**src/rtl/booth_pkg.sv**
```systemverilog
// Shared types and helpers for the round-robin Booth multiplier arbiter.
package booth_pkg;

    typedef enum logic [1:0] {
        IDLE,
        RUN,
        DONE
    } state_t;

    localparam int DEFAULT_WIDTH = 4;
    localparam int DEFAULT_N_REQ = 4;

    // Next requester index in round-robin order, wrapping at n_req.
    function automatic int next_rr_idx(input int idx, input int n_req);
        return (idx + 1 >= n_req) ? 0 : idx + 1;
    endfunction

endpackage

```
**src/rtl/booth_seq_core.sv**
```systemverilog
// Sequential radix-2 Booth datapath: A/Q/Q_-1/M registers, one iteration per step.
module booth_seq_core
    import booth_pkg::*;
#(
    parameter int WIDTH = DEFAULT_WIDTH
) (
    input  logic                 clk,
    input  logic                 rst,
    input  logic                 load,
    input  logic                 step,
    input  logic [WIDTH-1:0]     multiplier,
    input  logic [WIDTH-1:0]     multiplicand,
    output logic [2*WIDTH-1:0]   product
);

    // A carries one guard bit so that subtracting the most negative M cannot overflow.
    logic [WIDTH:0]   acc;
    logic [WIDTH:0]   m_ext;
    logic [WIDTH:0]   sum;
    logic [WIDTH-1:0] q;
    logic [WIDTH-1:0] m;
    logic             q_m1;

    assign m_ext = {m[WIDTH-1], m};

    always_comb begin
        sum = acc;
        case ({q[0], q_m1})
            2'b10:   sum = acc - m_ext;
            2'b01:   sum = acc + m_ext;
            default: sum = acc;
        endcase
    end

    always_ff @(posedge clk) begin
        if (rst) begin
            acc  <= '0;
            q    <= '0;
            q_m1 <= 1'b0;
            m    <= '0;
        end else if (load) begin
            acc  <= '0;
            q    <= multiplier;
            q_m1 <= 1'b0;
            m    <= multiplicand;
        end else if (step) begin
            acc  <= {sum[WIDTH], sum[WIDTH:1]};
            q    <= {sum[0], q[WIDTH-1:1]};
            q_m1 <= q[0];
        end
    end

    assign product = {acc[WIDTH-1:0], q};

endmodule

```
**src/rtl/booth_mult_arbiter.sv**
```systemverilog
// Round-robin arbiter sharing one sequential Booth multiplier between N_REQ clients.
// Optional macro BOOTH_ARB_ZERO_BYPASS_EN: zero operands skip RUN and respond after one cycle.
module booth_mult_arbiter
    import booth_pkg::*;
#(
    parameter int N_REQ = DEFAULT_N_REQ,
    parameter int WIDTH = DEFAULT_WIDTH,
    parameter int ID_W  = 2
) (
    input  logic                   clk,
    input  logic                   rst,
    input  logic [N_REQ-1:0]       req_valid_i,
    output logic [N_REQ-1:0]       req_ready_o,
    input  logic [N_REQ*WIDTH-1:0] multiplier_i,
    input  logic [N_REQ*WIDTH-1:0] multiplicand_i,
    output logic                   rsp_valid_o,
    input  logic                   rsp_ready_i,
    output logic [ID_W-1:0]        rsp_id_o,
    output logic [2*WIDTH-1:0]     result_o,
    output logic                   busy_o
);

    localparam int CNT_W = (WIDTH > 1) ? $clog2(WIDTH) : 1;

    state_t           state;
    state_t           next_state;
    logic [ID_W-1:0]  ptr;
    logic [ID_W-1:0]  id_q;
    logic [CNT_W-1:0] count;

    logic             grant_found;
    logic [ID_W-1:0]  grant_id;
    int               idx;
    logic [WIDTH-1:0] sel_mplier;
    logic [WIDTH-1:0] sel_mcand;
    logic [WIDTH-1:0] core_mplier;
    logic             zero_hit;
    logic             handshake;
    logic             load;
    logic             step;

    // Search starts one past the last winner, so the previous winner has lowest priority.
    always_comb begin
        grant_found = 1'b0;
        grant_id    = '0;
        idx         = int'(ptr);
        for (int k = 0; k < N_REQ; k++) begin
            idx = next_rr_idx(idx, N_REQ);
            if (!grant_found && req_valid_i[idx]) begin
                grant_found = 1'b1;
                grant_id    = ID_W'(idx);
            end
        end
    end

    assign sel_mplier = multiplier_i[grant_id*WIDTH +: WIDTH];
    assign sel_mcand  = multiplicand_i[grant_id*WIDTH +: WIDTH];

`ifdef BOOTH_ARB_ZERO_BYPASS_EN
    assign zero_hit = (sel_mplier == '0) || (sel_mcand == '0);
`else
    assign zero_hit = 1'b0;
`endif

    // A bypassed request loads Q=0 so the untouched datapath already reads as product 0.
    assign core_mplier = zero_hit ? '0 : sel_mplier;

    always_comb begin
        next_state  = state;
        handshake   = 1'b0;
        load        = 1'b0;
        step        = 1'b0;
        req_ready_o = '0;
        case (state)
            IDLE: begin
                if (grant_found) begin
                    req_ready_o[grant_id] = 1'b1;
                    handshake             = 1'b1;
                    load                  = 1'b1;
                    next_state            = zero_hit ? DONE : RUN;
                end
            end
            RUN: begin
                step = 1'b1;
                if (count == CNT_W'(WIDTH - 1)) begin
                    next_state = DONE;
                end
            end
            DONE: begin
                if (rsp_ready_i) begin
                    next_state = IDLE;
                end
            end
            default: next_state = IDLE;
        endcase
    end

    always_ff @(posedge clk) begin
        if (rst) begin
            state <= IDLE;
            ptr   <= ID_W'(N_REQ - 1);
            id_q  <= '0;
            count <= '0;
        end else begin
            state <= next_state;
            if (handshake) begin
                ptr   <= grant_id;
                id_q  <= grant_id;
                count <= '0;
            end else if (step) begin
                count <= count + 1'b1;
            end
        end
    end

    booth_seq_core #(
        .WIDTH(WIDTH)
    ) u_core (
        .clk         (clk),
        .rst         (rst),
        .load        (load),
        .step        (step),
        .multiplier  (core_mplier),
        .multiplicand(sel_mcand),
        .product     (result_o)
    );

    assign rsp_valid_o = (state == DONE);
    assign rsp_id_o    = id_q;
    assign busy_o      = (state != IDLE);

endmodule

```
**config.mk**
```make
export PLATFORM = sky130hd
export DESIGN_NAME = booth_mult_arbiter
export DESIGN_NICKNAME = d
export VERILOG_FILES = /design/src/rtl/booth_pkg.sv /design/src/rtl/booth_seq_core.sv /design/src/rtl/booth_mult_arbiter.sv
export SDC_FILE = /design/constraint.sdc
export NUM_CORES = 1
export LEC_CHECK = 0
export CELL_PAD_IN_SITES_DETAIL_PLACEMENT = 1
export CELL_PAD_IN_SITES_GLOBAL_PLACEMENT = 1
export CORE_MARGIN = 8
export CORE_UTILIZATION = 30
export CTS_CLUSTER_SIZE = 25
export DETAILED_ROUTE_END_ITERATION = 8
export MAX_ROUTING_LAYER = met4
export PLACE_DENSITY_LB_ADDON = 0.1
export SLEW_MARGIN = 20
export SYNTH_ARGS = -nofsm -noshare
export SYNTH_HDL_FRONTEND = slang
export SYNTH_SLANG_ARGS = --single-unit
export TNS_END_PERCENT = 100
```
**constraint.sdc**
```tcl
create_clock -name clk -period 7.3 [get_ports clk]
set_input_delay 1.46 -clock clk [delete_from_list [all_inputs] [get_ports clk]]
set_output_delay 1.46 -clock clk [all_outputs]
set_load 0.005 [all_outputs]
```
==> reports/summary.txt <==
Number of hold buffers added after CTS = 0
Layout cells sized above 1 = 0.0551
Cell Rows = 27
Post-detailed-route count of antenna-violating nets = 0
H-tree levels = 1
End-of-flow core utilization = 0.423
Clock skew = 0.00493 ns
Syn Inst Count = 204
Synth warn = 0
Cts bufs inserted = 3
All-layer global routing usage = 0.134
WL final = 5.45 mm
Vias in the first global route = 1,818
First-pass GRT wire length = 9.14 mm
FF-to-FF Start = ptr[0]
Yosys cell types = 50
Status = finished clean
Die Height = 91.8 um
Post-synth EDFFs = 0
Yosys top cell by area = dfxtp_1
Worst VDD drop = 0.0950 mV
Final net count = 307
Via density = 5.27
DRC = 0
Leak Pwr = 0.928 nW
Post-Syn Area = 1730 um^2
Power per cell area = 323 nW/um^2
R2R cell count = 8
Largest net degree at the start of global routing = 18
FFs w/ async S/R, synth = 0
TritonCTS clock tree = done
Final std cell area, no fill = 2340 um^2
Reg2reg end = u_core.q[1]
Setup CP Type = in2out
Synth Register Bits = 21
Min-delay worst type = reg2reg
Cell Count Post-Placement = 322
Post-CTS setup buffer count = 0
Clock sink count = 21
Ys flop type = dfxtp_1
Final slew viol count = 0
Total Power = 757 uW
Startpoint Class = primary input
Clock Latency Late Sink = 0.26 ns
Least-Margin Pin Slew = 0.948 ns
Clock-pin slew on the worst setup and hold paths = 0.08 ns
Sequential fraction of the synthesis area = 0.244
Boundary Pins = 55
Dpl hpwl = 4.34 mm
Die Wd = 91.8 um
Post-synth top area share = 0.244
Crit. Startpoint = req_valid_i[1]
Final Hold Fails = 0
Setup-failing EPs final = 0
Min cycle time layout = 5.69 ns
Hold depth = 2
Bufs on Longest Clock Path = 2
Post-Layout Cell Count = 326
Vias = 1,718
Setup crit end kind = output pin
Routed WL per cell = 16.7 um
Fin crit share = 0.779
Initial DRC Count = 77
Synth-to-Final Area Change = 35.7%
DRT Pass-1 Iters = 4
CP arrival = 4.23 ns
Net Count, Synth = 256
Area contributors post-synth = dfxtp_1 24%, mux2i_1 11%, ha_1 8.7%, nand2_1 4.4%, o221ai_1 4.1%
Critical Path RT = 5.84 ns
Gpl congestion = 0.881
RSZ-0062 raised after global routing = false
Relative slew slack = 0.367
Setup TNS = 0 ns
GRT Residual Overflow = 0
Diode count = 0
Maximum clock rate = 176 MHz
Mean Syn Cell Area = 8.46 um^2
Die ar. = 8430 um^2
Critical path peak fanout = 7
Placement Cell Area = 2290 um^2
Initial antenna violation count = 0
Max-cap violations = 0
Post-cts resize count = 0
I/O Buffers = 54
FF-to-FF setup slack = 4.15 ns
Core area = 5540 um^2
Starting Density = 0.311
Crit path capture = req_ready_o[2]
Root Driver = clkbuf_8
through the flow:
step	hold WS, ns	setup WS, ns
3_3_place_gp	0.444	1.65
3_5_place_dp	0.464	1.62
4_1_cts	0.477	1.61
6_report	0.475	1.61
2_1_floorplan	0.440	2.69
5_1_grt	0.500	1.50
cell usage after synthesis, types with 2 or more instances:
cell type / count
inv_1: 9
nand3_1: 5
nor3b_1: 2
nor2_1: 16
o211ai_1: 5
buf_6: 2
a21o_1: 7
a21oi_1: 12
nand2_1: 20
a211oi_1: 3
ha_1: 12
nand2b_1: 3
nor3_1: 4
o21bai_1: 2
dfxtp_1: 21
clkbuf_1: 5
o31ai_1: 2
nor2b_1: 2
o21ai_0: 7
and3_1: 2
or4_4: 2
o221ai_1: 8
mux2i_1: 19
xnor2_1: 3
or2_2: 2
a221o_1: 2
xor2_1: 3
nor4b_1: 2
layout by cell type (no fill, tap or decap), types with 2 or more instances in the layout:
cell type / n
a211oi_1: 3
a21o_1: 7
a21oi_1: 12
a221o_1: 2
and3_1: 2
clkbuf_8: 3
clkdlybuf4s50_1: 54
dfxtp_1: 21
ha_1: 12
inv_1: 9
mux2i_1: 19
nand2_1: 20
nand2b_1: 3
nand3_1: 5
nor2_1: 16
nor2b_1: 2
nor3_1: 4
nor3b_1: 2
nor4b_1: 2
o211ai_1: 5
o21ai_0: 7
o21bai_1: 2
o221ai_1: 8
o31ai_1: 2
or2_2: 2
or4_4: 2
xnor2_1: 3
xor2_1: 3
registers in the layout, indices dropped and copies added, names as in the netlist:
signal	cells
u_core.q_m1	1
rsp_id_o	2
u_core.m	4
u_core.acc	4
ptr	2
state	2
count	2
u_core.q	4
cell type report:
class / instances / area, um^2
Fill cell: 689 / 3200
Multi-Input combinational cell: 166 / 1210
Timing Repair Buffer: 54 / 541
Sequential cell: 21 / 420
Tap cell: 72 / 90.1
Clock buffer: 3 / 41.3
Inverter: 9 / 33.8
Clock inverter: 1 / 5.00
how the worst min path moves through the flow:
stage,slack [ns],from,end
after floorplan,0.44,count[1],count[1]
after global placement,0.44,rsp_id_o[0],rsp_id_o[0]
after detailed placement,0.46,count[1],count[1]
after CTS,0.48,count[1],count[1]
after global routing,0.50,count[1],count[1]
final,0.48,count[1],count[1]
power breakdown:
| part | internal [mW] | switching [mW] | total, mW |
|---|---|---|---|
| Combinational | 0.232 | 0.267 | 0.499 |
| Sequential | 0.146 | 0.0354 | 0.182 |
| Clock | 0.0380 | 0.0383 | 0.0764 |
| Total | 0.416 | 0.340 | 0.757 |
critical path: stages:
cell and delay [ns]:
clkdlybuf4s50_1 0.52, or4_4 0.56, o31a_1 0.13, or4_4 0.57, and2_2 0.26, nor3_1 0.20, clkdlybuf4s50_1 0.53
metal layers:
layer	global-route usage	up-vias	share of wire
met5	-	-	0
met4	0.0215	0	0.0050
met3	0.0269	4	0.050
met2	0.208	40	0.45
met1	0.178	816	0.49
li1	-	858	-
cell families (layout without fill, tap and decap cells):
logic type / count (synthesis) / count (layout) / share of synthesized area
multiplexers: 20 / 20 / 0.117
AND/OR/NAND/NOR: 65 / 65 / 0.199
flip-flops: 21 / 21 / 0.244
buffers and inverters: 17 / 67 / 0.0551
adder cells (fa/ha/maj): 13 / 13 / 0.0986
XOR/XNOR: 6 / 6 / 0.0305
AO/OA/AOI/OAI: 62 / 62 / 0.257
No activity file was read; power rests on OpenSTA's default activity.
